### src/rtl/sa_pkg.sv
// -----------------------------------------------------------------------------
// sa_pkg
//
// Shared definitions for the systolic-array stream sequencer:
//   - sa_state_e    : sequencer state type (IDLE, LOAD_W, STREAM, DRAIN)
//   - ST_*          : the same encodings as plain logic [1:0] constants, used for
//                     the state register so it stays a plain vector
//   - drain_cycles(): number of zero-fill cycles after the last vector
//   - lane_lsb()    : bit offset of a lane inside a packed lane bus
// -----------------------------------------------------------------------------
package sa_pkg;

    typedef enum logic [1:0] {
        IDLE   = 2'd0,
        LOAD_W = 2'd1,
        STREAM = 2'd2,
        DRAIN  = 2'd3
    } sa_state_e;

    localparam logic [1:0] ST_IDLE   = IDLE;
    localparam logic [1:0] ST_LOAD_W = LOAD_W;
    localparam logic [1:0] ST_STREAM = STREAM;
    localparam logic [1:0] ST_DRAIN  = DRAIN;

    // After the last vector the skew line needs DEPTH-1 cycles to empty, and
    // the final diagonal needs DEPTH more cycles to ripple through the array.
    function automatic int drain_cycles(input int depth);
        return 2 * depth - 1;
    endfunction

    // Lane i of a packed bus occupies [lane_lsb(i, w) +: w].
    function automatic int lane_lsb(input int lane, input int width);
        return lane * width;
    endfunction

endpackage

### src/rtl/sa_skew_line.sv
// -----------------------------------------------------------------------------
// sa_skew_line
//
// Fixed-length delay line for one lane of data plus its valid bit. The total
// latency is DELAY+1 cycles: stage 0 is a capture register, followed by DELAY
// further register stages. Data is forced to zero when valid_in is low, so
// every bubble travelling down the line is an all-zero slot.
//
// Ports:
//   clk        system clock (rising edge)
//   rst        synchronous active-high reset, clears all stages
//   data_in    lane data, BIT_WIDTH bits
//   valid_in   lane data qualifier
//   data_out   delayed data (zero whenever valid_out is low)
//   valid_out  delayed qualifier
// -----------------------------------------------------------------------------
module sa_skew_line #(
    parameter int BIT_WIDTH = 16,
    parameter int DELAY     = 0
) (
    input  logic                 clk,
    input  logic                 rst,
    input  logic [BIT_WIDTH-1:0] data_in,
    input  logic                 valid_in,
    output logic [BIT_WIDTH-1:0] data_out,
    output logic                 valid_out
);

    localparam int STAGES = DELAY + 1;

    logic [BIT_WIDTH-1:0] data_reg [STAGES];
    logic [STAGES-1:0]    valid_reg;

    always_ff @(posedge clk) begin
        if (rst) begin
            for (int k = 0; k < STAGES; k++) begin
                data_reg[k] <= '0;
            end
            valid_reg <= '0;
        end else begin
            // Mask at the entry point so invalid slots never carry stale data.
            data_reg[0]  <= valid_in ? data_in : '0;
            valid_reg[0] <= valid_in;
            for (int k = 1; k < STAGES; k++) begin
                data_reg[k]  <= data_reg[k-1];
                valid_reg[k] <= valid_reg[k-1];
            end
        end
    end

    assign data_out  = data_reg[STAGES-1];
    assign valid_out = valid_reg[STAGES-1];

endmodule

### src/rtl/sa_stream_sequencer.sv
// -----------------------------------------------------------------------------
// sa_stream_sequencer
//
// Front-end sequencer for a DEPTH x DEPTH weight-stationary systolic array.
// A job is: start -> load DEPTH weight columns -> stream data vectors (skewed
// so that lane i lags lane 0 by i cycles) -> drain with zeros -> done pulse.
//
// Ports:
//   clk             system clock (rising edge)
//   rst             synchronous active-high reset; aborts a job, no done pulse
//   start           begins a job, only honoured in IDLE
//   wt_valid/ready  weight column handshake, ready only in LOAD_W
//   wt_col          weight column, lane i = [i*BIT_WIDTH +: BIT_WIDTH]
//   vec_valid/ready data vector handshake, ready only in STREAM
//   vec_in          unskewed data vector, same lane layout
//   vec_last        marks the final vector (only meaningful when accepted)
//   arr_control     weight-load enable, one cycle per accepted column
//   arr_wt          registered weight column (holds between loads)
//   arr_data        skewed data to the array, invalid lanes are zero
//   arr_lane_valid  per-lane qualifier for arr_data
//   busy            high in every state except IDLE
//   done            one-cycle pulse at the end of the drain
//   vec_count       vectors accepted in the current/last job, saturating
// -----------------------------------------------------------------------------
module sa_stream_sequencer
    import sa_pkg::*;
#(
    parameter int BIT_WIDTH = 16,
    parameter int DEPTH     = 4,
    parameter int CNT_WIDTH = 16
) (
    input  logic                       clk,
    input  logic                       rst,
    input  logic                       start,
    input  logic                       wt_valid,
    output logic                       wt_ready,
    input  logic [BIT_WIDTH*DEPTH-1:0] wt_col,
    input  logic                       vec_valid,
    output logic                       vec_ready,
    input  logic [BIT_WIDTH*DEPTH-1:0] vec_in,
    input  logic                       vec_last,
    output logic                       arr_control,
    output logic [BIT_WIDTH*DEPTH-1:0] arr_wt,
    output logic [BIT_WIDTH*DEPTH-1:0] arr_data,
    output logic [DEPTH-1:0]           arr_lane_valid,
    output logic                       busy,
    output logic                       done,
    output logic [CNT_WIDTH-1:0]       vec_count
);

    localparam int DRAIN_CYCLES = drain_cycles(DEPTH);
    localparam int COL_W        = $clog2(DEPTH + 1);
    localparam int DRN_W        = $clog2(DRAIN_CYCLES + 1);

    localparam logic [COL_W-1:0]     LAST_COL  = COL_W'(DEPTH - 1);
    localparam logic [DRN_W-1:0]     LAST_DRN  = DRN_W'(DRAIN_CYCLES - 1);
    localparam logic [CNT_WIDTH-1:0] CNT_MAX   = {CNT_WIDTH{1'b1}};

    // -------------------------------------------------------------------------
    // State and bookkeeping registers
    // -------------------------------------------------------------------------
    logic [1:0]                 state_reg;
    logic [1:0]                 state_next;
    logic [COL_W-1:0]           col_cnt_reg;
    logic [DRN_W-1:0]           drain_cnt_reg;
    logic [CNT_WIDTH-1:0]       vec_count_reg;
    logic                       arr_control_reg;
    logic [BIT_WIDTH*DEPTH-1:0] arr_wt_reg;
    logic                       done_reg;

    logic wt_fire;
    logic vec_fire;
    logic last_col;
    logic drain_end;

    // Ready depends on state only, so it can never combinationally loop back
    // through an upstream valid.
    assign wt_ready  = (state_reg == ST_LOAD_W);
    assign vec_ready = (state_reg == ST_STREAM);

    assign wt_fire   = wt_valid  && wt_ready;
    assign vec_fire  = vec_valid && vec_ready;
    assign last_col  = (col_cnt_reg == LAST_COL);
    assign drain_end = (state_reg == ST_DRAIN) && (drain_cnt_reg == LAST_DRN);

    // -------------------------------------------------------------------------
    // Next-state logic
    // -------------------------------------------------------------------------
    always_comb begin
        state_next = state_reg;
        case (state_reg)
            ST_IDLE: begin
                if (start) begin
                    state_next = ST_LOAD_W;
                end
            end
            ST_LOAD_W: begin
                if (wt_fire && last_col) begin
                    state_next = ST_STREAM;
                end
            end
            ST_STREAM: begin
                // vec_last only counts when the vector is actually taken.
                if (vec_fire && vec_last) begin
                    state_next = ST_DRAIN;
                end
            end
            ST_DRAIN: begin
                if (drain_end) begin
                    state_next = ST_IDLE;
                end
            end
            default: begin
                state_next = ST_IDLE;
            end
        endcase
    end

    // -------------------------------------------------------------------------
    // Sequential state
    // -------------------------------------------------------------------------
    always_ff @(posedge clk) begin
        if (rst) begin
            state_reg       <= ST_IDLE;
            col_cnt_reg     <= '0;
            drain_cnt_reg   <= '0;
            vec_count_reg   <= '0;
            arr_control_reg <= 1'b0;
            arr_wt_reg      <= '0;
            done_reg        <= 1'b0;
        end else begin
            state_reg <= state_next;

            // Weight path: one registered load pulse per accepted column; the
            // column stays on arr_wt so the array sees stable weights.
            arr_control_reg <= wt_fire;
            if (wt_fire) begin
                arr_wt_reg <= wt_col;
            end

            // Counters for a new job are cleared on the start edge so that
            // vec_count of the previous job stays readable while idle.
            if ((state_reg == ST_IDLE) && start) begin
                col_cnt_reg   <= '0;
                vec_count_reg <= '0;
            end else begin
                if (wt_fire) begin
                    col_cnt_reg <= col_cnt_reg + 1'b1;
                end
                if (vec_fire && (vec_count_reg != CNT_MAX)) begin
                    vec_count_reg <= vec_count_reg + 1'b1;
                end
            end

            if (state_reg == ST_DRAIN) begin
                drain_cnt_reg <= drain_cnt_reg + 1'b1;
            end else begin
                drain_cnt_reg <= '0;
            end

            done_reg <= drain_end;
        end
    end

    // -------------------------------------------------------------------------
    // Diagonal skew: lane i goes through a line of latency i+1. In DRAIN (and
    // in any bubble) vec_fire is low, so zeros with valid=0 are shifted in.
    // -------------------------------------------------------------------------
    generate
        for (genvar gi = 0; gi < DEPTH; gi++) begin : g_lane
            sa_skew_line #(
                .BIT_WIDTH (BIT_WIDTH),
                .DELAY     (gi)
            ) u_skew (
                .clk       (clk),
                .rst       (rst),
                .data_in   (vec_in[lane_lsb(gi, BIT_WIDTH) +: BIT_WIDTH]),
                .valid_in  (vec_fire),
                .data_out  (arr_data[lane_lsb(gi, BIT_WIDTH) +: BIT_WIDTH]),
                .valid_out (arr_lane_valid[gi])
            );
        end
    endgenerate

    // -------------------------------------------------------------------------
    // Outputs
    // -------------------------------------------------------------------------
    assign arr_control = arr_control_reg;
    assign arr_wt      = arr_wt_reg;
    assign busy        = (state_reg != ST_IDLE);
    assign done        = done_reg;
    assign vec_count   = vec_count_reg;

endmodule

### config.mk
export PLATFORM = sky130hd
export DESIGN_NAME = sa_stream_sequencer
export DESIGN_NICKNAME = d
export VERILOG_FILES = /design/src/rtl/sa_pkg.sv /design/src/rtl/sa_skew_line.sv /design/src/rtl/sa_stream_sequencer.sv
export SDC_FILE = /design/constraint.sdc
export NUM_CORES = 1
export LEC_CHECK = 0
export ABC_AREA = 1
export CAP_MARGIN = 10
export CORE_ASPECT_RATIO = 1.75
export CORE_UTILIZATION = 41
export DETAILED_ROUTE_END_ITERATION = 6
export PLACE_DENSITY = 0.79
export SYNTH_ARGS = -nofsm -noshare
export SYNTH_HDL_FRONTEND = slang
export SYNTH_SLANG_ARGS = --single-unit
export TNS_END_PERCENT = 20
### constraint.sdc
create_clock -name clk -period 1.6 [get_ports clk]
set_clock_uncertainty 0.2 [all_clocks]
set_input_delay 0.32 -clock clk [delete_from_list [all_inputs] [get_ports clk]]
set_output_delay 0.32 -clock clk [all_outputs]
set_load 0.02 [all_outputs]
# Word-level counts from Yosys, hierarchy flattened
# Memory sizes are Yosys's and may differ from the RTL's.
# Cells that the tools add are included.
[totals]
n_memories = 4
ff_bits = 100
word_cells = 74
romBits = 0
mem_bits_rw = 160
latchBits = 0
[classes]
addsub = 3
shifts = 0
bitwise = 10
n_eq_ne = 10
n_lt_le_gt_ge = 0
mux = 23
reduce_logical = 13
div = 0
mul = 0
[mem_list]
columns = ["name", "depth", "width", "read_ports", "rd_clocked_by_memory_dff", "write_ports", "line", "rtl"]
rows = [
  ["g_lane[3].u_skew.data_reg", 4, 16, 4, 0, 4, "sa_skew_line.sv:31", "logic [BIT_WIDTH-1:0] data_reg [STAGES];"],
  ["g_lane[2].u_skew.data_reg", 3, 16, 3, 0, 3, "sa_skew_line.sv:31", ""],
  ["g_lane[1].u_skew.data_reg", 2, 16, 2, 0, 2, "sa_skew_line.sv:31", ""],
  ["g_lane[0].u_skew.data_reg", 1, 16, 1, 0, 1, "sa_skew_line.sv:31", ""],
]
[ops]
columns = ["op", "n"]
rows = [
  ["$mux W16", 14],
  ["$add A16 B1 Y16 const B", 1],
  ["$ne A16 B16 Y1 const B", 1],
  ["$reduce_or A16 Y1", 1],
  ["$or A1 B1 Y1", 9],
  ["$mux W2", 4],
  ["$pmux W2 S4", 1],
  ["$logic_and A1 B1 Y1", 7],
  ["$add A3 B1 Y3 const B", 2],
  ["$eq A2 B2 Y1 const B", 2],
  ["$mux W1", 4],
  ["$ne A2 B1 Y1 const B", 2],
  ["$ne A2 B2 Y1 const B", 2],
  ["$reduce_and A4 Y1", 1],
  ["$reduce_or A2 Y1", 2],
  ["$eq A3 B2 Y1 const B", 1],
  ["$eq A3 B3 Y1 const B", 1],
  ["$eq A2 B1 Y1 const B", 1],
  ["$logic_not A2 Y1", 1],
  ["$reduce_bool A2 Y1", 1],
  ["$not A1 Y1", 1],
]

# Depth between registers and ports, before layout
# Gate-level depths: netlist (run 1).
[depth]
word_depth = 5
depth_mapped = 10

# By module
# From an unflattened synthesis (run 1), not the netlist that was laid out.
[hier_totals]
cells_unflattened = 1036
area_unflattened_um2 = 8811.0
[modules_own_cells]
columns = ["mod", "seq_area_each_um2", "cells_per_inst", "n_inst", "area_per_inst_um2"]
rows = [
  ["sa_stream_sequencer", 1801.7, 474, 1, 3592.2],
  ["sa_skew_line at g_lane[3].u_skew", 1361.3, 212, 1, 1955.6],
  ["sa_skew_line at g_lane[2].u_skew", 1021.0, 175, 1, 1597.8],
  ["sa_skew_line at g_lane[1].u_skew", 680.7, 122, 1, 1147.4],
  ["sa_skew_line at g_lane[0].u_skew", 340.3, 53, 1, 518.0],
]

# Least setup slack after synthesis (run 1)
# OpenSTA, ideal clock, no wires.
[synth_path]
path_kind = "reg2reg"
start = "register state_reg[0]"
end = "register vec_count_reg[6], in the netlist vec_count[6]"
period_less_slack_ns = 1.828
path_slack_ns = -0.228
stages_incl_launch_ff = 10
required_ns = 1.287
arrival_ns = 1.515
path_cell_list = "dfxtp_1 > inv_1 > ha_1 > nand2_1 > nor3_1 > inv_1 > nor2_1 > nand2_1 > nand2_1 > nor2_1"
[synth_via]
elab_chain_cells = 3
[synth_lines]
columns = ["element", "line", "rtl"]
rows = [
  ["start: declaration", "sa_stream_sequencer.sv:62", "logic [1:0] state_reg;"],
  ["start signal: assignment", "sa_stream_sequencer.sv:132", "state_reg <= state_next;"],
  ["$eq A2 B2 Y1", "sa_stream_sequencer.sv:79", "assign vec_ready = (state_reg == ST_STREAM);"],
  ["named net vec_ready", "sa_stream_sequencer.sv:39", "output logic vec_ready,"],
  ["$logic_and A1 B1 Y1", "sa_stream_sequencer.sv:82", "assign vec_fire = vec_valid && vec_ready;"],
  ["$logic_and A1 B1 Y1", "sa_stream_sequencer.sv:150", "if (vec_fire && (vec_count_reg != CNT_MAX)) begin"],
  ["end signal: assignment", "sa_stream_sequencer.sv:151", "vec_count_reg <= vec_count_reg + 1'b1;"],
  ["end: declaration", "sa_stream_sequencer.sv:66", "logic [CNT_WIDTH-1:0] vec_count_reg;"],
]
# The timed path passes the listed nets, and every way through them passes these cells.
# A chain may end at the register's enable or synchronous reset.

# Worst setup path after layout (run 1)
[layout_path]
start = "register state_reg[0]"
end = "output vec_ready"
[layout_via]
elab_chain_cells = 1
[layout_lines]
columns = ["element", "line"]
rows = [
  ["$eq A2 B2 Y1", "sa_stream_sequencer.sv:79"],
  ["end: declaration", "sa_stream_sequencer.sv:39"],
]
# Every way passes these cells.

==> report_table.html, run 1 <==
<table>
<tr><th>Metric</th><th>Value</th></tr>
<tr><th colspan="2">Outcome</th></tr>
<tr><td>Outcome</td><td>finished, violations left</td></tr>
<tr><td>Violated checks</td><td>negative setup slack</td></tr>
<tr><th colspan="2">Timing</th></tr>
<tr><td>Maximum clock frequency</td><td>0.550 GHz</td></tr>
<tr><td>Final count of pins violating max slew</td><td>0</td></tr>
<tr><td>Total setup violations reported at the end of the flow</td><td>83</td></tr>
<tr><td>Final min period</td><td>1820 ps</td></tr>
<tr><td>Post-route worst setup slack</td><td>-217 ps</td></tr>
<tr><td>Remaining max-slew budget at the tightest pin</td><td>74.5%</td></tr>
<tr><td>Final hold violations</td><td>0</td></tr>
<tr><td>Worst Tran Pin Value</td><td>roughly 380 ps</td></tr>
<tr><td>Final worst path period share</td><td>114%</td></tr>
<tr><td>RSZ-0062 raised after global routing</td><td>yes</td></tr>
<tr><th colspan="2">Yosys</th></tr>
<tr><td>Number of enable flip-flop cells after synthesis</td><td>0</td></tr>
<tr><td>#FFs+latches synth</td><td>254</td></tr>
<tr><td>Post-Syn Area per Cell</td><td>8.24 µm²</td></tr>
<tr><td>Synth Net Count</td><td>approximately 1200</td></tr>
<tr><td>Synth area leader</td><td>dfxtp_1</td></tr>
<tr><td>Most frequent cell after synthesis</td><td>nor2_1</td></tr>
<tr><td>Async set-reset flop share out of synthesis</td><td>0%</td></tr>
<tr><td>List of most frequent post-synthesis cells</td><td>nor2_1, dfxtp_1, inv_1, o21ai_0, nand2_1</td></tr>
<tr><td>Top_reg_cell synth</td><td>dfxtp_1</td></tr>
<tr><td>Syn. warnings</td><td>0</td></tr>
<tr><td>Post-synthesis instance total</td><td>1021</td></tr>
<tr><td>Area fraction of the dominant cell type after synthesis</td><td>60.4%</td></tr>
<tr><td>Most area-consuming cells after synthesis</td><td>dfxtp_1, nor2_1, inv_1</td></tr>
<tr><td>Fraction of the yosys area taken by sequential cells</td><td>about three fifths</td></tr>
<tr><td>Cell area after technology mapping</td><td>0.00842 mm²</td></tr>
<tr><td>Number of distinct library cells after synthesis</td><td>25</td></tr>
<tr><th colspan="2">Finish</th></tr>
<tr><td># diodes</td><td>0</td></tr>
<tr><td>Final #Nets</td><td>~1400</td></tr>
<tr><td>Area Overhead vs Synth</td><td>39.8%</td></tr>
<tr><td>Max FFs per register</td><td>160</td></tr>
<tr><td>Final-layout fill cell count</td><td>1809</td></tr>
<tr><td>Layout cell share with drive strength beyond 1</td><td>22.3%</td></tr>
<tr><th colspan="2">Global routing</th></tr>
<tr><td>Total global routing track utilization</td><td>between 15 and 20%</td></tr>
<tr><td>Residual overflow from global routing</td><td>0</td></tr>
<tr><td>Initial antenna violation count</td><td>0</td></tr>
<tr><td>Global-route wire length before repair</td><td>30.5 mm</td></tr>
<tr><td>Via count of the first global-routing pass</td><td>6567</td></tr>
<tr><td>Largest net degree at the start of global routing</td><td>63</td></tr>
<tr><th colspan="2">Routing</th></tr>
<tr><td>Number of design rule violations left after detail routing</td><td>0</td></tr>
<tr><td>Total length of routed wires</td><td>19.8 mm</td></tr>
<tr><td>Vias per Instance</td><td>4.38</td></tr>
<tr><td>WL per Instance</td><td>roughly 13 µm</td></tr>
<tr><td>Detail Route Antenna Nets</td><td>0</td></tr>
<tr><td>First-pass iteration count of the detailed router</td><td>4</td></tr>
<tr><td>Initial drt markers</td><td>342</td></tr>
<tr><td>Via Count</td><td>6850</td></tr>
<tr><th colspan="2">Worst setup path</th></tr>
<tr><td>Crit path kind</td><td>register to primary output</td></tr>
<tr><td>First element of the critical path</td><td>state_reg[0]$_SDFFE_PP0P_</td></tr>
<tr><td>Data arrival time of the critical path</td><td>roughly 1300 ps</td></tr>
<tr><td>Crit path capture type</td><td>primary output</td></tr>
<tr><td>Worst-case reg-to-reg path depth</td><td>10</td></tr>
<tr><td>Terminus of the critical flop-to-flop path</td><td>vec_count[14]$_SDFFE_PP0P_</td></tr>
<tr><td>Worst endpoint required time</td><td>1080 ps</td></tr>
<tr><td>Kind of launch point of the worst setup path</td><td>register</td></tr>
<tr><td>Worst reg2reg startpoint</td><td>state_reg[0]$_SDFFE_PP0P_</td></tr>
<tr><td>Slowest library cell on the worst path</td><td>dfxtp_2</td></tr>
<tr><td>Largest fanout of any net on the critical path</td><td>4</td></tr>
<tr><td>Cells along the critical path</td><td>inv_2, buf_12, ha_4, buf_6</td></tr>
<tr><td>Reg-to-reg setup timing slack</td><td>-170 ps</td></tr>
<tr><td>Maximum cell stage delay along the critical path</td><td>330 ps</td></tr>
<tr><th colspan="2">Clock network</th></tr>
<tr><td>TritonCTS Buffers</td><td>23</td></tr>
<tr><td>CTS root buffer</td><td>clkbuf_16</td></tr>
<tr><td>Clock tree buffer depth</td><td>3</td></tr>
<tr><td>CTS tree</td><td>done</td></tr>
<tr><td>Clock Sinks</td><td>between 200 and 300</td></tr>
<tr><td>Clock slew seen by the registers of the worst setup and hold paths</td><td>roughly 60 ps</td></tr>
<tr><td>H-tree depth</td><td>1</td></tr>
<tr><td>Clock latency on the worst-skew pair</td><td>500 ps</td></tr>
<tr><th colspan="2">Die</th></tr>
<tr><td>Initial Util</td><td>41.7%</td></tr>
<tr><td>Standard-cell rows</td><td>about 70</td></tr>
<tr><td>Die Y</td><td>approximately 190 µm</td></tr>
<tr><td>Die width</td><td>110 µm</td></tr>
<tr><td>Total die area</td><td>0.0211 mm²</td></tr>
<tr><td>I/O pin count</td><td>287</td></tr>
<tr><td>Core area</td><td>0.0202 mm²</td></tr>
<tr><th colspan="2">Pwr</th></tr>
<tr><td>Static Leakage</td><td>between 5 and 6 nW</td></tr>
<tr><td>Highest ir drop seen on vdd</td><td>972 µV</td></tr>
<tr><td>Overall Power</td><td>0.0158 W</td></tr>
<tr><td>Pwr/cell area</td><td>1340 mW/mm²</td></tr>
<tr><th colspan="2">Min path</th></tr>
<tr><td>Instance count along the most critical hold path</td><td>3</td></tr>
<tr><td>Hold path startpoint</td><td>vec_in[47]</td></tr>
<tr><td>Hold Path Class</td><td>primary input to register</td></tr>
<tr><td>Worst Hold End</td><td>g_lane[2].u_skew.data_reg[0][15]$_SDFF_PP0_</td></tr>
<tr><th colspan="2">Place</th></tr>
<tr><td>Routability-driven placement congestion ratio</td><td>0.822</td></tr>
<tr><td>Post-DP HPWL</td><td>14.2 mm</td></tr>
<tr><td>PortBufs</td><td>286</td></tr>
<tr><td>Post-place setup slack</td><td>-283 ps</td></tr>
<tr><th colspan="2">Run</th></tr>
<tr><td>Max-cap violations</td><td>0</td></tr>
</table>
-- power by group --
| part | switching (W) | total, W | internal [W] |
|---|---|---|---|
| combinational | 0.00193 | 0.00338 | 0.00145 |
| clock | 0.00233 | 0.00531 | 0.00297 |
| sequential | 0.000228 | 0.00708 | 0.00686 |
-- cells by family after synthesis --
kind of cell / Yosys count / share of synthesized area [%]
buffers and inverters: 259 / 13.4
adder cells (fa/ha/maj): 10 / 1.49
AO/OA/AOI/OAI: 86 / 5.31
XOR/XNOR: 6 / 0.625
flip-flops: 254 / 60.4
AND/OR/NAND/NOR: 406 / 18.7
-- worst max-delay path: cells and delay by family, from the launching register on --
family / cells / cell delay [ps]
adders and majority gates: 1 / 170
DFF: 1 / 330
buffers and inverters: 3 / 300
-- placed cells by master, fill, tap and decap left out, types with 4 or more instances in the layout --
cell / instances
clkinv_2: 4
buf_2: 134
clkbuf_16: 23
buf_4: 51
dfxtp_2: 16
dfxtp_1: 234
buf_6: 4
o21ai_1: 15
a21oi_1: 11
nand3_1: 9
clkbuf_1: 4
o21ai_0: 54
inv_2: 8
inv_1: 173
nor2_2: 13
nor2_1: 317
dfxtp_4: 4
nand2_2: 5
nand4_1: 4
buf_12: 7
nand2_1: 49
ha_1: 7
clkdlybuf4s50_1: 132
-- cell type report --
class	instances	area, µm²	share of cell area (%)
Clock inverter	11	98.8	0.840
Multi-Input combinational cell	508	2320	19.7
Tap cell	248	310	2.64
Clock buffer	30	632	5.37
Timing Repair Buffer	330	2580	22.0
Inverter	183	696	5.91
Sequential cell	254	5120	43.5
-- through the flow --
step / hold slack, ps / util [%] / area, µm² / setup TNS [ps] / instances
after global placement: 188 / 57.4 / 11600 / -17990 / 1521
final: 132 / 58.2 / 11800 / -5020 / 1564
after detailed placement: 192 / 57.4 / 11600 / -22200 / 1521
after CTS: 110 / 57.9 / 11700 / -1670 / 1564
after global routing: 126 / 58.2 / 11800 / -12700 / 1564
after floorplan: 188 / - / 8470 / 0 / 1021
-- worst max-delay path by stage --
stage / cells after the start / slack [ps] / to
2_1_floorplan: 7 / 7 / state_reg[1]$_SDFFE_PP0P_
3_3_place_gp: 8 / -260 / vec_count[6]$_SDFFE_PP0P_
3_5_place_dp: 8 / -280 / vec_count[14]$_SDFFE_PP0P_
4_1_cts: 4 / -230 / vec_ready
5_1_grt: 4 / -270 / vec_ready
6_report: 4 / -220 / vec_ready
-- layer usage --
| layer | global-route usage, % | up-vias | part of all wire [%] |
|---|---|---|---|
| met4 | 7.54 | 0 | 3.9 |
| met3 | 4.50 | 56 | 8.1 |
| met2 | 36.5 | 222 | 54 |
| met5 | 0 | - | 0 |
| li1 | - | 3510 | - |
| met1 | 16.5 | 3062 | 34 |
-- repair_timing --
action	in CTS	in global routing
endpoints found under the setup margin	266	170
resized for setup	647	47
setup buffers	1	0
pin swaps	2	0
hold buffers	1	0
gates cloned	0	0
hold endpoints to repair	1	0
(Power assumes the default switching activity.)
==> run 2: changes to the inputs <==
--- a/config.mk
+++ b/config.mk
@@ -7,7 +7,7 @@
 export LEC_CHECK = 0
 export ABC_AREA = 1
 export CAP_MARGIN = 10
-export CORE_ASPECT_RATIO = 1.75
+export CORE_ASPECT_RATIO = 1.25
 export CORE_UTILIZATION = 41
 export DETAILED_ROUTE_END_ITERATION = 6
 export PLACE_DENSITY = 0.79
==> report_table.html, run 2 (synthesis gave the netlist of run 1 again) <==
<table>
<tr><th>Metric</th><th>Value</th></tr>
<tr><th colspan="2">Die</th></tr>
<tr><td>Standard-cell rows</td><td>58 (was 69)</td></tr>
<tr><td>Die width</td><td>130 µm (was 110 µm)</td></tr>
<tr><td>Die Y</td><td>162 µm (was 192 µm)</td></tr>
<tr><td>Core area</td><td>0.0201 mm² (was 0.0202 mm²)</td></tr>
<tr><td>Initial Util</td><td>41.9% (was 41.7%)</td></tr>
<tr><td>Total die area</td><td>0.0211 mm² (about the same)</td></tr>
<tr><td>I/O pin count</td><td>287 (unchanged)</td></tr>
<tr><th colspan="2">Pwr</th></tr>
<tr><td>Sw Pwr</td><td>0.00471 W (was 0.00449 W)</td></tr>
<tr><td>Fraction of power spent switching nets</td><td>28.2% (was 28.5%)</td></tr>
<tr><td>Pwr/cell area</td><td>1370 mW/mm² (was 1340 mW/mm²)</td></tr>
<tr><td>Sequential cell fraction of total power</td><td>42.4% (was 44.9%)</td></tr>
<tr><td>Portion of total power attributed to combinational logic</td><td>22.7% (was 21.4%)</td></tr>
<tr><td>Highest ir drop seen on vdd</td><td>958 µV (was 972 µV)</td></tr>
<tr><td>Portion of total power attributed to the clock network</td><td>34.9% (was 33.6%)</td></tr>
<tr><td>Design internal power</td><td>0.0120 W (was 0.0113 W)</td></tr>
<tr><td>Static Leakage</td><td>5.51 nW (was 5.35 nW)</td></tr>
<tr><th colspan="2">Worst setup path</th></tr>
<tr><td>Terminus of the critical flop-to-flop path</td><td>vec_count[4]$_SDFFE_PP0P_ (was vec_count[14]$_SDFFE_PP0P_)</td></tr>
<tr><td>Worst endpoint required time</td><td>1080 ps (about the same)</td></tr>
<tr><td>Crit path kind</td><td>register to primary output (unchanged)</td></tr>
<tr><td>Worst-case reg-to-reg path depth</td><td>10 (unchanged)</td></tr>
<tr><td>Reg-to-reg setup timing slack</td><td>-140 ps (was -170 ps)</td></tr>
<tr><td>Kind of launch point of the worst setup path</td><td>register (unchanged)</td></tr>
<tr><td>Worst reg2reg startpoint</td><td>state_reg[0]$_SDFFE_PP0P_ (unchanged)</td></tr>
<tr><td>Largest fanout of any net on the critical path</td><td>3 (was 4)</td></tr>
<tr><td>Data arrival time of the critical path</td><td>1280 ps (was 1300 ps)</td></tr>
<tr><td>Crit path capture type</td><td>primary output (unchanged)</td></tr>
<tr><th colspan="2">Run</th></tr>
<tr><td>Max-cap violations</td><td>0 (unchanged)</td></tr>
<tr><th colspan="2">Routing</th></tr>
<tr><td>Initial drt markers</td><td>188 (was 342)</td></tr>
<tr><td>Number of design rule violations left after detail routing</td><td>0 (unchanged)</td></tr>
<tr><td>Vias per Instance</td><td>4.36 (was 4.38)</td></tr>
<tr><td>First-pass iteration count of the detailed router</td><td>4 (unchanged)</td></tr>
<tr><td>Detail Route Antenna Nets</td><td>0 (unchanged)</td></tr>
<tr><td>Total length of routed wires</td><td>20.7 mm (was 19.8 mm)</td></tr>
<tr><td>Via Count</td><td>6942 (was 6850)</td></tr>
<tr><td>WL per Instance</td><td>13.0 µm (was 12.7 µm)</td></tr>
<tr><th colspan="2">Global routing</th></tr>
<tr><td>Residual overflow from global routing</td><td>0 (unchanged)</td></tr>
<tr><td>Global routing usage on met3</td><td>4.35% (was 4.50%)</td></tr>
<tr><td>Met1 track utilization from global routing</td><td>18.7% (was 16.5%)</td></tr>
<tr><td>Initial antenna violation count</td><td>0 (unchanged)</td></tr>
<tr><td>Busiest layer in global routing</td><td>met2 (unchanged)</td></tr>
<tr><td>Largest net degree at the start of global routing</td><td>99 (was 63)</td></tr>
<tr><td>Total global routing track utilization</td><td>18.0% (was 18.2%)</td></tr>
<tr><td>Global-route wire length before repair</td><td>30.3 mm (was 30.5 mm)</td></tr>
<tr><td>Via count of the first global-routing pass</td><td>6382 (was 6567)</td></tr>
<tr><td>Fraction of met2 tracks used by global routing</td><td>34.2% (was 36.5%)</td></tr>
<tr><th colspan="2">Clock network</th></tr>
<tr><td>TritonCTS Buffers</td><td>25 (was 23)</td></tr>
<tr><td>CTS tree</td><td>done (unchanged)</td></tr>
<tr><td>Clock latency on the worst-skew pair</td><td>510 ps (was 500 ps)</td></tr>
<tr><td>Clock Sinks</td><td>254 (unchanged)</td></tr>
<tr><td>CTS root buffer</td><td>clkbuf_16 (unchanged)</td></tr>
<tr><td>Clock slew seen by the registers of the worst setup and hold paths</td><td>60 ps (about the same)</td></tr>
<tr><td>Clock tree buffer depth</td><td>3 (unchanged)</td></tr>
<tr><td>H-tree depth</td><td>1 (unchanged)</td></tr>
<tr><th colspan="2">Min path</th></tr>
<tr><td>Hold Path Class</td><td>primary input to register (unchanged)</td></tr>
<tr><td>Worst Hold End</td><td>g_lane[2].u_skew.data_reg[0][7]$_SDFF_PP0_ (was g_lane[2].u_skew.data_reg[0][15]$_SDFF_PP0_)</td></tr>
<tr><td>Hold path startpoint</td><td>vec_in[39] (was vec_in[47])</td></tr>
<tr><td>Instance count along the most critical hold path</td><td>3 (unchanged)</td></tr>
<tr><th colspan="2">Place</th></tr>
<tr><td>Placed cells</td><td>1538 (was 1521)</td></tr>
<tr><td>Routability-driven placement congestion ratio</td><td>0.823 (was 0.822)</td></tr>
<tr><td>PortBufs</td><td>286 (unchanged)</td></tr>
<tr><td>Post-place setup slack</td><td>-292 ps (was -283 ps)</td></tr>
<tr><td>Post-DP HPWL</td><td>13.9 mm (was 14.2 mm)</td></tr>
<tr><th colspan="2">Timing</th></tr>
<tr><td>Total setup violations reported at the end of the flow</td><td>76 (was 83)</td></tr>
<tr><td>Final hold violations</td><td>0 (unchanged)</td></tr>
<tr><td>Final count of pins violating max slew</td><td>0 (unchanged)</td></tr>
<tr><td>Remaining max-slew budget at the tightest pin</td><td>71.1% (was 74.5%)</td></tr>
<tr><td>Post-route worst setup slack</td><td>-203 ps (was -217 ps)</td></tr>
<tr><td>Worst Tran Pin Value</td><td>434 ps (was 382 ps)</td></tr>
<tr><td>Aggregate negative setup slack</td><td>-3740 ps (was -5020 ps)</td></tr>
<tr><td>Final min period</td><td>1800 ps (was 1820 ps)</td></tr>
<tr><td>Worst-case hold slack</td><td>125 ps (was 132 ps)</td></tr>
<tr><td>Maximum clock frequency</td><td>0.555 GHz (was 0.550 GHz)</td></tr>
<tr><td>Final worst path period share</td><td>113% (was 114%)</td></tr>
<tr><td>RSZ-0062 raised after global routing</td><td>yes (unchanged)</td></tr>
<tr><th colspan="2">Outcome</th></tr>
<tr><td>Outcome</td><td>finished, violations left (unchanged)</td></tr>
<tr><td>Violated checks</td><td>negative setup slack (unchanged)</td></tr>
<tr><th colspan="2">Finish</th></tr>
<tr><td>Final #Nets</td><td>1450 (was 1444)</td></tr>
<tr><td>Leading cell type in the layout, fill and taps excluded</td><td>nor2_1 (unchanged)</td></tr>
<tr><td>Layout cell share with drive strength beyond 1</td><td>24.5% (was 22.3%)</td></tr>
<tr><td>Max FFs per register</td><td>160 (unchanged)</td></tr>
<tr><td># diodes</td><td>0 (unchanged)</td></tr>
<tr><td>Area Overhead vs Synth</td><td>44.5% (was 39.8%)</td></tr>
<tr><td>Non-filler cells, final</td><td>1593 (was 1564)</td></tr>
<tr><td>Share of the core filled with cells in the final layout</td><td>60.5% (was 58.2%)</td></tr>
<tr><td>Leading cell types in the layout, fill and taps excluded</td><td>nor2_1, dfxtp_1, inv_1 (unchanged)</td></tr>
</table>
[run 2: cell types whose count changed in the layout (fill, tap and decap cells not counted), moves of 3 or more]
cell       before  now
a21oi_2         2    5
nand2_4         0    3
o21ai_0        54   47
nor2_2         13   22
buf_6           4    9
buf_4          51   47
a21oi_1        11    8
inv_2           8    5
clkbuf_16      23   29
o21ai_1        15   20
nor2_1        317  305
nand2_2         5    2
nor2_4          1    4
clkbuf_8        3    7
[run 2: how the worst max path moves through the flow]
stage,slack [ps],to,start
after global routing,-260,vec_ready,state_reg[0]$_SDFFE_PP0P_
after detailed placement,-290,g_lane[1].u_skew.data_reg[0][1]$_SDFF_PP0_,vec_valid
after CTS,-230,vec_ready,state_reg[0]$_SDFFE_PP0P_
after global placement,-270,g_lane[2].u_skew.data_reg[0][8]$_SDFF_PP0_,vec_valid
after floorplan,7,state_reg[1]$_SDFFE_PP0P_,state_reg[1]$_SDFFE_PP0P_
final,-200,vec_ready,state_reg[0]$_SDFFE_PP0P_
[run 2: per-stage QoR]
step	area, µm²	total power, W
CTS	11800	0.0165
detailed placement	11600	0.0109
global route	12200	0.0175
global placement	11600	0.0108
floorplan	8470	0.00906
finish	12200	0.0167
[run 2: metal layers]
layer / wire length [µm] / vias up
li1: - / 3532
met1: 7570 / 3129
met2: 10800 / 232
met3: 1580 / 49
met4: 744 / 0
met5: 0 / -
[run 2: layout make-up]
class,count,area [µm²]
clock inverters,9,86.3
clock buffers,35,754
fillers,1747,7940
well taps,270,338
flip-flops and latches,254,5120
inverters,183,699
repair buffers,334,2720
multi-input cells,508,2440
[run 2: critical path: stages, from the launching register on]
cell     delay (ps)
dfxtp_2         340
inv_2            40
buf_6           110
ha_4            160
buf_6           130
[run 2: repair_timing]
| action | CTS | global route |
|---|---|---|
| pin swaps | 1 | 13 |
| endpoints found under the setup margin | 272 | 156 |
| hold buffers | 1 | 0 |
| endpoints found under the hold margin | 3 | 0 |
| gates resized for setup | 666 | 79 |
| cloned | 0 | 3 |
| buffers inserted | 1 | 7 |
[run 2: power by group through the flow]
| stage | Clock, W | Combinational [W] | Sequential, W |
|---|---|---|---|
| 2_1_floorplan | 0 | 0.00138 | 0.00768 |
| 3_3_place_gp | 0 | 0.00360 | 0.00720 |
| 3_5_place_dp | 0 | 0.00367 | 0.00722 |
| 4_1_cts | 0.00600 | 0.00345 | 0.00707 |
| 5_1_grt | 0.00628 | 0.00411 | 0.00713 |
| 6_report | 0.00583 | 0.00380 | 0.00708 |
==> run 3: changes to the inputs <==
--- a/config.mk
+++ b/config.mk
@@ -6,12 +6,12 @@
 export NUM_CORES = 1
 export LEC_CHECK = 0
 export ABC_AREA = 1
-export CAP_MARGIN = 10
+export CAP_MARGIN = 20
 export CORE_ASPECT_RATIO = 1.25
-export CORE_UTILIZATION = 41
+export CORE_UTILIZATION = 45
 export DETAILED_ROUTE_END_ITERATION = 6
-export PLACE_DENSITY = 0.79
+export PLACE_DENSITY = 0.82
 export SYNTH_ARGS = -nofsm -noshare
 export SYNTH_HDL_FRONTEND = slang
 export SYNTH_SLANG_ARGS = --single-unit
-export TNS_END_PERCENT = 20
+export TNS_END_PERCENT = 100
==> constraint.sdc (replaced) <==
create_clock -name clk -period 2.1 [get_ports clk]
set_clock_uncertainty 0.2 [all_clocks]
set_input_delay 0.42 -clock clk [delete_from_list [all_inputs] [get_ports clk]]
set_output_delay 0.42 -clock clk [all_outputs]
set_load 0.02 [all_outputs]
==> report_table.html, run 3 (synthesis gave the netlist of run 1 again) <==
<table>
<tr><th>Metric</th><th>Value</th></tr>
<tr><th colspan="2">Place</th></tr>
<tr><td>PortBufs</td><td>286 (unchanged)</td></tr>
<tr><td>Placed cells</td><td>1471 (was 1538)</td></tr>
<tr><td>Routability-driven placement congestion ratio</td><td>0.847 (was 0.823)</td></tr>
<tr><td>Post-DP HPWL</td><td>13.2 mm (was 13.9 mm)</td></tr>
<tr><th colspan="2">Clock network</th></tr>
<tr><td>Clock tree buffer depth</td><td>3 (unchanged)</td></tr>
<tr><td>H-tree depth</td><td>1 (unchanged)</td></tr>
<tr><td>CTS tree</td><td>done (unchanged)</td></tr>
<tr><td>Clock latency on the worst-skew pair</td><td>520 ps (was 510 ps)</td></tr>
<tr><td>CTS root buffer</td><td>clkbuf_16 (unchanged)</td></tr>
<tr><td>TritonCTS Buffers</td><td>25 (unchanged)</td></tr>
<tr><td>Clock Sinks</td><td>254 (unchanged)</td></tr>
<tr><td>Clock slew seen by the registers of the worst setup and hold paths</td><td>60 ps (about the same)</td></tr>
<tr><th colspan="2">Global routing</th></tr>
<tr><td>Initial antenna violation count</td><td>0 (unchanged)</td></tr>
<tr><td>Total global routing track utilization</td><td>18.9% (was 18.0%)</td></tr>
<tr><td>Largest net degree at the start of global routing</td><td>68 (was 99)</td></tr>
<tr><td>Via count of the first global-routing pass</td><td>6335 (was 6382)</td></tr>
<tr><td>Global-route wire length before repair</td><td>30.0 mm (was 30.3 mm)</td></tr>
<tr><td>Residual overflow from global routing</td><td>0 (unchanged)</td></tr>
<tr><th colspan="2">Pwr</th></tr>
<tr><td>Portion of total power attributed to the clock network</td><td>34.7% (was 34.9%)</td></tr>
<tr><td>Sequential cell fraction of total power</td><td>45.0% (was 42.4%)</td></tr>
<tr><td>Design internal power</td><td>0.00866 W (was 0.0120 W)</td></tr>
<tr><td>Pwr/cell area</td><td>983 mW/mm² (was 1370 mW/mm²)</td></tr>
<tr><td>Sw Pwr</td><td>0.00333 W (was 0.00471 W)</td></tr>
<tr><td>Fraction of power spent switching nets</td><td>27.8% (was 28.2%)</td></tr>
<tr><td>Portion of total power attributed to combinational logic</td><td>20.3% (was 22.7%)</td></tr>
<tr><td>Highest ir drop seen on vdd</td><td>618 µV (was 958 µV)</td></tr>
<tr><td>Static Leakage</td><td>6.51 nW (was 5.51 nW)</td></tr>
<tr><th colspan="2">Worst setup path</th></tr>
<tr><td>Terminus of the critical flop-to-flop path</td><td>vec_count[10]$_SDFFE_PP0P_ (was vec_count[4]$_SDFFE_PP0P_)</td></tr>
<tr><td>Crit path capture type</td><td>primary output (unchanged)</td></tr>
<tr><td>Kind of launch point of the worst setup path</td><td>register (unchanged)</td></tr>
<tr><td>Path length in cells of the critical path</td><td>1 (was 4)</td></tr>
<tr><td>Cells along the critical path</td><td>clkdlybuf4s50_1 (was inv_2, buf_6, ha_4, buf_6)</td></tr>
<tr><td>WP buf/inv</td><td>1 (was 3)</td></tr>
<tr><td>Slowest library cell on the worst path</td><td>clkdlybuf4s50_1 (was dfxtp_2)</td></tr>
<tr><td>Worst endpoint required time</td><td>1480 ps (was 1080 ps)</td></tr>
<tr><td>Largest fanout of any net on the critical path</td><td>1 (was 3)</td></tr>
<tr><td>Maximum cell stage delay along the critical path</td><td>600 ps (was 340 ps)</td></tr>
<tr><td>Crit path kind</td><td>register to primary output (unchanged)</td></tr>
<tr><td>Worst-case reg-to-reg path depth</td><td>8 (was 10)</td></tr>
<tr><td>Data arrival time of the critical path</td><td>1440 ps (was 1280 ps)</td></tr>
<tr><td>Reg-to-reg setup timing slack</td><td>260 ps (was -140 ps)</td></tr>
<tr><td>Worst reg2reg startpoint</td><td>state_reg[0]$_SDFFE_PP0P_ (unchanged)</td></tr>
<tr><td>First element of the critical path</td><td>g_lane[0].u_skew.data_reg[0][13]$_SDFF_PP0_ (was state_reg[0]$_SDFFE_PP0P_)</td></tr>
<tr><td>Dominant delay contributor by cell family on the critical path</td><td>buffers and inverters (was flip-flops)</td></tr>
<tr><th colspan="2">Timing</th></tr>
<tr><td>Aggregate negative setup slack</td><td>0 ps (was -3740 ps)</td></tr>
<tr><td>Final worst path period share</td><td>98.1%</td></tr>
<tr><td>Total setup violations reported at the end of the flow</td><td>0 (was 76)</td></tr>
<tr><td>Worst Tran Pin Value</td><td>494 ps (was 434 ps)</td></tr>
<tr><td>Maximum clock frequency</td><td>0.485 GHz</td></tr>
<tr><td>Final count of pins violating max slew</td><td>0 (unchanged)</td></tr>
<tr><td>Final hold violations</td><td>0 (unchanged)</td></tr>
<tr><td>Final min period</td><td>2060 ps</td></tr>
<tr><td>Remaining max-slew budget at the tightest pin</td><td>67.0% (was 71.1%)</td></tr>
<tr><th colspan="2">Die</th></tr>
<tr><td>Total die area</td><td>0.0193 mm² (was 0.0211 mm²)</td></tr>
<tr><td>I/O pin count</td><td>287 (unchanged)</td></tr>
<tr><td>Die width</td><td>124 µm (was 130 µm)</td></tr>
<tr><td>Initial Util</td><td>46.1% (was 41.9%)</td></tr>
<tr><td>Standard-cell rows</td><td>55 (was 58)</td></tr>
<tr><td>Core area</td><td>0.0182 mm² (was 0.0201 mm²)</td></tr>
<tr><td>Die Y</td><td>155 µm (was 162 µm)</td></tr>
<tr><th colspan="2">Finish</th></tr>
<tr><td>Register Area</td><td>0.00509 mm² (was 0.00512 mm²)</td></tr>
<tr><td>Non-filler cells, final</td><td>1516 (was 1593)</td></tr>
<tr><td>Layout cell share with drive strength beyond 1</td><td>5.51% (was 24.5%)</td></tr>
<tr><td>Share of the core filled with cells in the final layout</td><td>66.8% (was 60.5%)</td></tr>
<tr><td>Leading cell type in the layout, fill and taps excluded</td><td>nor2_1 (unchanged)</td></tr>
<tr><td>Leading cell types in the layout, fill and taps excluded</td><td>nor2_1, dfxtp_1, inv_1 (unchanged)</td></tr>
<tr><td># diodes</td><td>0 (unchanged)</td></tr>
<tr><td>Final #Nets</td><td>1415 (was 1450)</td></tr>
<tr><td>Max FFs per register</td><td>160 (unchanged)</td></tr>
<tr><td>Final-layout fill cell count</td><td>1410 (was 1747)</td></tr>
<tr><td>Area of combinational cells with multiple inputs</td><td>0.00220 mm² (was 0.00244 mm²)</td></tr>
<tr><td>Area Overhead vs Synth</td><td>44.9% (was 44.5%)</td></tr>
<tr><th colspan="2">Run</th></tr>
<tr><td>Max-cap violations</td><td>0 (unchanged)</td></tr>
<tr><th colspan="2">Routing</th></tr>
<tr><td>First-pass iteration count of the detailed router</td><td>4 (unchanged)</td></tr>
<tr><td>Vias per Instance</td><td>4.37 (was 4.36)</td></tr>
<tr><td>WL per Instance</td><td>12.6 µm (was 13.0 µm)</td></tr>
<tr><td>Total length of routed wires</td><td>19.1 mm (was 20.7 mm)</td></tr>
<tr><td>Detail Route Antenna Nets</td><td>0 (unchanged)</td></tr>
<tr><td>Number of design rule violations left after detail routing</td><td>0 (unchanged)</td></tr>
<tr><td>Initial drt markers</td><td>257 (was 188)</td></tr>
<tr><td>Via Count</td><td>6632 (was 6942)</td></tr>
<tr><th colspan="2">Min path</th></tr>
<tr><td>Hold path startpoint</td><td>g_lane[3].u_skew.data_reg[1][9]$_SDFF_PP0_ (was vec_in[39])</td></tr>
<tr><td>Worst Hold End</td><td>g_lane[3].u_skew.data_reg[2][9]$_SDFF_PP0_ (was g_lane[2].u_skew.data_reg[0][7]$_SDFF_PP0_)</td></tr>
<tr><td>Instance count along the most critical hold path</td><td>2 (was 3)</td></tr>
<tr><td>Hold Path Class</td><td>register to register (was primary input to register)</td></tr>
<tr><th colspan="2">Outcome</th></tr>
<tr><td>Outcome</td><td>completed (was finished, violations left)</td></tr>
</table>
-- run 3: worst max-delay path by stage --
stage	slack, ps	to
after global placement	100	vec_count[6]$_SDFFE_PP0P_
final	40	arr_data[13]
after detailed placement	60	vec_count[10]$_SDFFE_PP0P_
after global routing	-9	arr_data[15]
after floorplan	270	vec_count[6]$_SDFFE_PP0P_
after CTS	0.03	arr_data[58]
-- run 3: what timing repair did --
item,in CTS,in global routing
endpoints found under the setup margin,45,82
resized for setup,56,82
hold buffers,1,0
buffers inserted,0,0
hold endpoints to repair,1,0
-- run 3: through the flow --
step | instance area, µm² | setup slack, ps | hold WS (ps) | total power, W
after floorplan | 8420 | 272 | 188 | 0.00684
after global routing | 12200 | -9.04 | 193 | 0.0126
after detailed placement | 11300 | 55.7 | 192 | 0.00805
after CTS | 12000 | 0.0294 | 186 | 0.0121
after global placement | 11300 | 101 | 188 | 0.00797
final | 12200 | 39.4 | 187 | 0.0120
-- run 3: power groups by stage --
stage / Clock [W] / Sequential, W / Combinational [W]
final: 0.00416 / 0.00539 / 0.00243
after global placement: 0 / 0.00548 / 0.00249
after global routing: 0.00448 / 0.00544 / 0.00267
after floorplan: 0 / 0.00584 / 0.00101
after CTS: 0.00428 / 0.00540 / 0.00247
after detailed placement: 0 / 0.00550 / 0.00254
-- run 3: area by class of cell --
cell class                 count  area share, %
tap                          228           2.34
multi-input combinational    508           18.1
clock inverter                12          0.883
timing repair buffer         299           25.9
sequential                   254           41.7
clock buffer                  32           5.43
inverter                     183           5.63
-- run 3: layer usage --
metal  up-vias  global-route usage [%]  part of all wire [%]
li1       3459                       -                     -
met1      2918                    19.4                    38
met2       206                    35.8                    52
met3        49                    4.78                   6.0
met4         0                    8.95                   3.9
met5         -                       0                     0
